**config.mk**
```make
export PLATFORM = sky130hd
export DESIGN_NAME = regfile_sb
export DESIGN_NICKNAME = d
export VERILOG_FILES = /design/src/rtl/rv32_pkg.sv /design/src/rtl/regfile_scoreboard.sv /design/src/rtl/regfile_sb.sv
export SDC_FILE = /design/constraint.sdc
export NUM_CORES = 2
export LEC_CHECK = 0
export BUFFER_PORTS_ARGS = -buffer_cell sky130_fd_sc_hd__buf_2
export CORE_MARGIN = 5
export CORE_UTILIZATION = 45
export DETAILED_ROUTE_END_ITERATION = 8
export GPL_TIMING_DRIVEN = 0
export PLACE_DENSITY = 0.68
export SYNTH_ARGS = -nofsm -noshare
export SYNTH_HDL_FRONTEND = slang
export SYNTH_HIERARCHICAL = 1
export SYNTH_SLANG_ARGS = --single-unit
```
**constraint.sdc**
```tcl
create_clock -name clk_i -period 3.6 [get_ports clk_i]
set_input_delay 0.18 -clock clk_i [delete_from_list [all_inputs] [get_ports clk_i]]
set_output_delay 0.18 -clock clk_i [all_outputs]
set_load 0.01 [all_outputs]
```
**src/rtl/rv32_pkg.sv**
```systemverilog
// Shared register-file constants: default data width, register count,
// index width and the hardwired-zero register index.
package rv32_pkg;
  localparam int XLEN  = 32;
  localparam int NREGS = 32;
  localparam int AW    = $clog2(NREGS);
  localparam logic [AW-1:0] REG_ZERO = '0;
endpackage

```
**src/rtl/regfile_scoreboard.sv**
```systemverilog
// Busy scoreboard: one flag per register with an outstanding write, the
// issue handshake (WAW stall), pipeline flush and a running pending count.
module regfile_scoreboard #(
  parameter int NREGS    = rv32_pkg::NREGS,
  parameter int ZERO_REG = 1,
  localparam int AW      = $clog2(NREGS),
  localparam int CW      = $clog2(NREGS + 1)
) (
  input  logic             clk_i,
  input  logic             reset_ni,
  input  logic             issue_valid_i,
  input  logic [AW-1:0]    issue_rd_i,
  output logic             issue_ready_o,
  input  logic             wen_i,
  input  logic [AW-1:0]    rd_idx_i,
  input  logic             clear_i,
  output logic [NREGS-1:0] busy_o,
  output logic [CW-1:0]    pending_cnt_o
);
  import rv32_pkg::*;

  localparam logic [AW-1:0] ZIDX = AW'(REG_ZERO);

  logic [NREGS-1:0] busy_q, busy_d;
  logic [CW-1:0]    cnt_q, cnt_d;
  logic             zero_issue;
  logic             accept;
  logic             drop;

  always_comb begin
    zero_issue    = (ZERO_REG != 0) && (issue_rd_i == ZIDX);
    issue_ready_o = !busy_q[issue_rd_i] || zero_issue;
    accept        = issue_valid_i && issue_ready_o && !clear_i && !zero_issue;
    // An accepted issue targets a non-busy bit, so a same-index writeback
    // never has a set bit to drop; the new producer keeps the bit set.
    drop          = wen_i && busy_q[rd_idx_i] && !(accept && (issue_rd_i == rd_idx_i));
    busy_d        = busy_q;
    cnt_d         = cnt_q;
    if (clear_i) begin
      busy_d = '0;
      cnt_d  = '0;
    end else begin
      if (wen_i) begin
        busy_d[rd_idx_i] = 1'b0;
      end
      if (accept) begin
        busy_d[issue_rd_i] = 1'b1;
      end
      cnt_d = cnt_q + CW'(accept) - CW'(drop);
    end
  end

  always_ff @(posedge clk_i or negedge reset_ni) begin
    if (!reset_ni) begin
      busy_q <= '0;
      cnt_q  <= '0;
    end else begin
      busy_q <= busy_d;
      cnt_q  <= cnt_d;
    end
  end

  assign busy_o        = busy_q;
  assign pending_cnt_o = cnt_q;

endmodule

```
**src/rtl/regfile_sb.sv**
```systemverilog
// Integer register file with NRPORTS combinational read ports, one write
// port, optional same-cycle write bypass and an integrated busy scoreboard.
module regfile_sb #(
  parameter int XLEN     = rv32_pkg::XLEN,
  parameter int NREGS    = rv32_pkg::NREGS,
  parameter int NRPORTS  = 2,
  parameter int BYPASS   = 1,
  parameter int ZERO_REG = 1,
  localparam int AW      = $clog2(NREGS),
  localparam int CW      = $clog2(NREGS + 1)
) (
  input  logic                    clk_i,
  input  logic                    reset_ni,
  input  logic [NRPORTS*AW-1:0]   rs_idx_i,
  output logic [NRPORTS*XLEN-1:0] rs_data_o,
  output logic [NRPORTS-1:0]      rs_busy_o,
  input  logic                    wen_i,
  input  logic [AW-1:0]           rd_idx_i,
  input  logic [XLEN-1:0]         rd_data_i,
  input  logic                    issue_valid_i,
  input  logic [AW-1:0]           issue_rd_i,
  output logic                    issue_ready_o,
  input  logic                    clear_i,
  output logic [NREGS-1:0]        busy_o,
  output logic [CW-1:0]           pending_cnt_o
);
  import rv32_pkg::*;

  localparam logic [AW-1:0] ZIDX = AW'(REG_ZERO);

  logic [XLEN-1:0] mem_q [NREGS];
  logic [XLEN-1:0] mem_d [NREGS];
  logic            wr_ok;

  always_comb begin
    wr_ok = wen_i && !((ZERO_REG != 0) && (rd_idx_i == ZIDX));
    mem_d = mem_q;
    if (wr_ok) begin
      mem_d[rd_idx_i] = rd_data_i;
    end
  end

  always_ff @(posedge clk_i or negedge reset_ni) begin
    if (!reset_ni) begin
      for (int r = 0; r < NREGS; r++) begin
        mem_q[r] <= '0;
      end
    end else begin
      mem_q <= mem_d;
    end
  end

  regfile_scoreboard #(
    .NREGS    (NREGS),
    .ZERO_REG (ZERO_REG)
  ) u_scoreboard (
    .clk_i         (clk_i),
    .reset_ni      (reset_ni),
    .issue_valid_i (issue_valid_i),
    .issue_rd_i    (issue_rd_i),
    .issue_ready_o (issue_ready_o),
    .wen_i         (wen_i),
    .rd_idx_i      (rd_idx_i),
    .clear_i       (clear_i),
    .busy_o        (busy_o),
    .pending_cnt_o (pending_cnt_o)
  );

  genvar gi;
  generate
    for (gi = 0; gi < NRPORTS; gi++) begin : g_rport
      logic [AW-1:0] idx;
      logic          zero_hit;
      logic          byp_hit;

      always_comb begin
        idx      = rs_idx_i[gi*AW +: AW];
        zero_hit = (ZERO_REG != 0) && (idx == ZIDX);
        // A writeback in flight this cycle both supplies the data and retires the hazard.
        byp_hit  = (BYPASS != 0) && wen_i && (rd_idx_i == idx) && !zero_hit;
        if (zero_hit) begin
          rs_data_o[gi*XLEN +: XLEN] = '0;
          rs_busy_o[gi]              = 1'b0;
        end else if (byp_hit) begin
          rs_data_o[gi*XLEN +: XLEN] = rd_data_i;
          rs_busy_o[gi]              = 1'b0;
        end else begin
          rs_data_o[gi*XLEN +: XLEN] = mem_q[idx];
          rs_busy_o[gi]              = busy_o[idx];
        end
      end
    end
  endgenerate

endmodule

```
# After elaboration in Yosys (flattened, before gate mapping)
# Cells that the tools add are included.
# word_totals
reg_bits	1062
input_bits	57
output_inout_bits	105
wordCells	115
# classes
n_addsub	2
magnitude_cmp	10
n_eq_ne	3
n_mux	34
n_bitwise	6
n_reduce_logical	26
# ops
operator	count
1024-bit bitwise mux	1
32-bit 2-to-1 mux	13
32-bit binary-select mux with 5-bit select	2
32-bit demux with 5-bit select	1
32-bit AND	1
32-bit NOT	1
32-bit OR	1
5-bit by 6-bit < comparator with 1-bit output (second input constant)	4
1-bit binary-select mux with 5-bit select	4
5-bit logical NOT	4
6-bit >= comparator (second input constant)	3
5-bit NOT with 6-bit output	3
5-bit == test	3
1-bit logical AND	14
1-bit demux with 5-bit select	2
5-bit by 1-bit >= comparator with 1-bit output (second input constant)	2
1-bit 2-to-1 mux	10
1-bit logical NOT	7
6-bit by 1-bit adder with 6-bit output	1
6-bit by 1-bit < comparator with 1-bit output (second input constant)	1
6-bit 2-to-1 mux	1
6-bit by 1-bit subtractor with 6-bit output	1
1-bit logical OR	1

# Depth between registers and ports, before layout
# depth
ltp_word	12
mapped_depth	15
ltp_nobuf	13

# Cells and area by module
# The synthesis kept the hierarchy.
# modules_own_cells
module	n_inst	cells_each	area_per_inst_um2	seq_area_each_um2
regfile_sb	1	4215	56902.1	25624.6
regfile_scoreboard	1	244	2555.0	950.9

# Least setup slack after synthesis
# OpenSTA, ideal clock, no wires.
# synth_timing
path_type	flip-flop to flip-flop
start	reg u_scoreboard.busy_q[13] (netlist: u_scoreboard/busy_o[13])
end	reg u_scoreboard.cnt_q[5] (netlist: u_scoreboard/pending_cnt_o[5])
setup_ns	0.125
t_arrival_ns	2.902
required_ns	3.475
path_slack_ns	0.573
stages_incl_launch_ff	12
n_path_buf	0
period_less_slack_ns	3.027
cell_sequence	dfrtp_1 -> mux4_1 -> a22oi_2 -> nand3_2 -> or3_4 -> xnor2_1 -> ha_1 -> a21o_1 -> a21oi_1 -> o21bai_1 -> a21oi_1 -> mux2_2
# synth_via
elab_chain_len	12
elab_cells_between_ends	16
cone_classes	2 x add/sub; 5 x mux; 9 x reduce/logical
# synth_lines
element	line	text
start, declared	regfile_scoreboard.sv:24	logic [NREGS-1:0] busy_q, busy_d;
start signal, assigned	regfile_scoreboard.sv:58	busy_q <= busy_d;
parallel branches: the longest is 10 deep, another holds 6-bit by 1-bit adder with 6-bit output	n/a	
6-bit by 1-bit subtractor with 6-bit output *	regfile_scoreboard.sv:49	cnt_d = cnt_q + CW'(accept) - CW'(drop);
6-bit 2-to-1 mux *	regfile_scoreboard.sv:39	if (clear_i) begin
via u_scoreboard.cnt_d[5]	regfile_scoreboard.sv:25	logic [CW-1:0] cnt_q, cnt_d;
end signal, assigned	regfile_scoreboard.sv:59	cnt_q <= cnt_d;
end, declared	regfile_scoreboard.sv:25	
# Mark *: on every way through the listed nets, which the timed path passes. The select of a mux whose other input is x is not followed.
# A chain may end at the register's enable or synchronous reset.

# Worst setup path in the final report
# layout_timing
start	in rs_idx_i[4]
end	out rs_data_o[3]
# layout_via
elab_chain_len	6
elab_cells_between_ends	11
cone_classes	1 x eq/ne; 5 x mux; 1 x bitwise; 4 x reduce/logical
# layout_lines
element	line	text
start, declared	regfile_sb.sv:14	input logic [NRPORTS*AW-1:0] rs_idx_i,
5-bit NOT with 6-bit output (implied by the code)	regfile_sb.sv:88	rs_data_o[gi*XLEN +: XLEN] = mem_q[idx];
32-bit binary-select mux with 5-bit select	regfile_sb.sv:88	
32-bit 2-to-1 mux (implied by the code) (2 in series)	regfile_sb.sv:88	
32-bit 2-to-1 mux	regfile_sb.sv:84	end else if (byp_hit) begin
32-bit 2-to-1 mux *	regfile_sb.sv:81	if (zero_hit) begin
end, declared	regfile_sb.sv:15	output logic [NRPORTS*XLEN-1:0] rs_data_o,
# Every way passes the cells marked *; elsewhere a longest branch is shown, timed or not. The select of a mux whose other input is x is not followed.

==> impl_metrics.csv <==
group,metric,value,unit
setup_path,reg2reg_to,"u_scoreboard/pending_cnt_o[5]$_DFF_PN0_",
flow_run,cap_violations,0,
die,dieHeight,373.5,µm
pwr,total_leakage_power,29.82,nW
yosys,synth_edf_count,0,
die,start_util,45.23,%
placed_design,gp_congestion,0.9745,
drt,dr.first_iter.drc_count,4780,
timing,holdWs,45.53,ps
drt,drt_pass1_iterations,8,
yosys,synth_top_area_cell,"dfrtp_1",
placed_design,place_hpwl,167700,µm
placed_design,dp_slack,-48.29,ps
die,die-area,0.1395,mm²
layout,syn_to_final_growth,12.97,%
yosys,yosys_warnings,6,
worst_hold_path,min_to,"u_scoreboard/busy_o[0]$_DFF_PN0_",
timing,rsz0062_at_grt,"false",
die,die_width,373.5,µm
layout,final_nets,4842,
clock_network,clock_latency,750,ps
die,top_level_ports,162,
placed_design,portBuffers,148,
drt,wl_per_cell,33.04,µm
timing,fmax,271.1,MHz
setup_path,r2r_start,"u_scoreboard/busy_o[1]$_DFF_PN0_",
grt,grt_pass1_vias,43180,
drt,vias,43150,
placed_design,placed_area,0.06260,mm²
setup_path,r2r_cells,11,
yosys,netlist_instances,4459,
setup_path,endpoint_kind,"output port",
worst_hold_path,hold_start,"rd_idx_i[2]",
yosys,avgSynthCellArea,13.33,µm²
timing,clock_skew,43.35,ps
timing,setup_viol,1,
setup_path,required,3420,ps
yosys,async_reset_ff_share,100.0,%
layout,stdcell_area,0.06717,mm²
timing,fin_crit,3689,ps
drt,detail-route-antenna-nets,0,
yosys,syn_area,0.05946,mm²
run_status,violations,"negative setup slack",
setup_path,startpoint_type,"input port",
yosys,synth_top_area_share,44.70,%
clock_network,numCtsBuffers,117,
clock_network,cts_buffer_depth,3,
clock_network,cts.clk_slew.worst_paths,60,ps
yosys,syn_nets,4522,
clock_network,clk_root_buffer_cell,"clkbuf_16",
timing,slew_viol_final,0,
yosys,synth.ff_latch_count,1062,
setup_path,critPathKind,"input port to output port",
grt,grt_pass1_wl,310300,µm
grt,antenna_found_initial,14,
drt,wirelength,219300,µm
yosys,synthDistinctLibCells,77,
placed_design,dp.cells,6369,
grt,gr-total-overflow,0,
pwr,ir_drop,0.4873,mV
clock_network,htree_levels,3,
drt,vias_per_cell,6.502,
yosys,synth_commonest_cells,"dfrtp_1 (1062), mux2_2 (1024), mux2i_1 (491)",
timing,fin_setup_tns,-88.83,ps
yosys,ys.flop_type,"dfrtp_1",
grt,grt_max_degree,167,
timing,finalWorstSetupSlack,-88.83,ps
timing,finalCritPeriodShare,102.5,%
clock_network,cts_sinks,1062,
timing,hold_viol,0,
clock_network,cts_tree,"built",
die,core,0.1315,mm²
die,core.rowCount,133,
grt,grt_usage,30.62,%
pwr,power_density,543.6,mW/mm²
clock_network,cts_setup_buffers,0,
yosys,synth-seq-area-share,44.70,%
drt,drc,0,
worst_hold_path,hp-class,"input port to flip-flop",
timing,relSlewSlack,8.182,%
setup_path,rrSetupSlack,130,ps
run_status,outcome,"finished, violations left",
layout,layout-drive-gt1-share,39.53,%
worst_hold_path,hold_depth,4,
yosys,yosysMostFrequentCell,"dfrtp_1",
timing,worst_pin_slew,1377,ps
setup_path,cp.arrival,3510,ps
yosys,synth_area_leaders,"dfrtp_1 (45%), mux2_2 (19%), mux4_2 (11%)",
layout,stdcell_count,6637,
setup_path,critPathMaxFanout,10,
## layout make-up
type | count | area (µm²)
multi-input cells | 2882 | 30270
repair buffers | 201 | 1409
fillers | 11500 | 64290
diodes | 7 | 17.52
flip-flops and latches | 1062 | 26580
well taps | 1755 | 2196
clock inverters | 38 | 609.3
clock buffers | 177 | 3466
inverters | 9 | 33.78
plain buffers | 506 | 2590
## worst max path at each step
stage,start,endpoint,slack [ps]
global placement,reset_ni,mem_q[781]$_DFFE_PN0P_,-21520
global route,u_scoreboard/busy_o[2]$_DFF_PN0_,u_scoreboard/pending_cnt_o[5]$_DFF_PN0_,20
detailed placement,rs_idx_i[8],rs_data_o[32],-50
finish,rs_idx_i[4],rs_data_o[3],-90
CTS,rs_idx_i[6],rs_data_o[52],30
floorplan,u_scoreboard/busy_o[13]$_DFF_PN0_,u_scoreboard/pending_cnt_o[5]$_DFF_PN0_,570
## worst max-delay path, cell delays in order
cell	delay [ps]
buf_2	270
clkbuf_1	890
clkbuf_1	640
a21boi_0	720
o41ai_1	220
o221a_2	390
buf_2	170
## report_power, final
group / internal [W] / leakage, nW / switching (W)
registers: 0.0142 / 13.7 / 0.00165
logic: 0.00397 / 14.2 / 0.00384
clock network: 0.00762 / 2.01 / 0.00527
## state kept, by name (all words and copies together) (netlist names)
signal and flops:
mem_q 1024, u_scoreboard/pending_cnt_o 6, u_scoreboard/busy_o 32
## cells by family (layout without fill, tap and decap cells)
logic type      Yosys count  in the layout  share of synthesized area [%]
compound gates          696            696                          8.864
buf+inv                 515            931                          4.411
xor+xnor                 15             15                         0.2209
simple gates            357            357                          3.037
flops                  1062           1062                          44.70
mux                    1808           1808                          38.63
other cells               0              7                              0
fa+ha+maj                 6              6                         0.1389
## layer usage
layer	up-vias	part of all wire, %	track usage [%]	wire length, µm
met4	2	7.7	19.24	16800
li1	17640	-	-	-
met1	22790	40	41.85	88050
met2	2220	43	44.13	93590
met5	-	0.0050	0	11
met3	506	9.5	7.089	20860
## layout by cell type (no fill, tap or decap), types with 17 or more instances in the layout
cell	count
clkbuf_8	28
dlygate4sd3_1	46
a22oi_1	129
o221a_2	30
a21boi_0	54
o21a_1	30
clkbuf_1	272
nor2b_1	68
o2111a_1	30
a32o_1	21
mux4_2	281
dfrtp_1	1062
mux2_2	1024
buf_1	50
a221oi_1	31
mux2i_1	491
buf_2	274
o21ai_0	94
a211oi_1	62
nand2_1	137
o2111ai_1	31
clkinv_2	17
buf_6	20
buf_4	48
nor2_1	63
clkbuf_16	119
a21oi_1	97
## per-stage QoR
| stage | power (W) | utilization (%) |
|---|---|---|
| final | 0.03651 | 51.09 |
| after global routing | 0.03775 | 51.09 |
| after CTS | 0.03646 | 51.07 |
| after detailed placement | 0.02362 | 47.62 |
| after global placement | 0.02327 | 47.46 |
| after floorplan | 0.02073 | - |
## repair_timing
item | CTS | global route
gates resized for setup | 1 | 3
hold endpoints to repair | 216 | 0
hold buffers | 46 | 0
setup endpoints to repair | 3 | 3
Note: power is estimated with default switching activity, not from simulation.
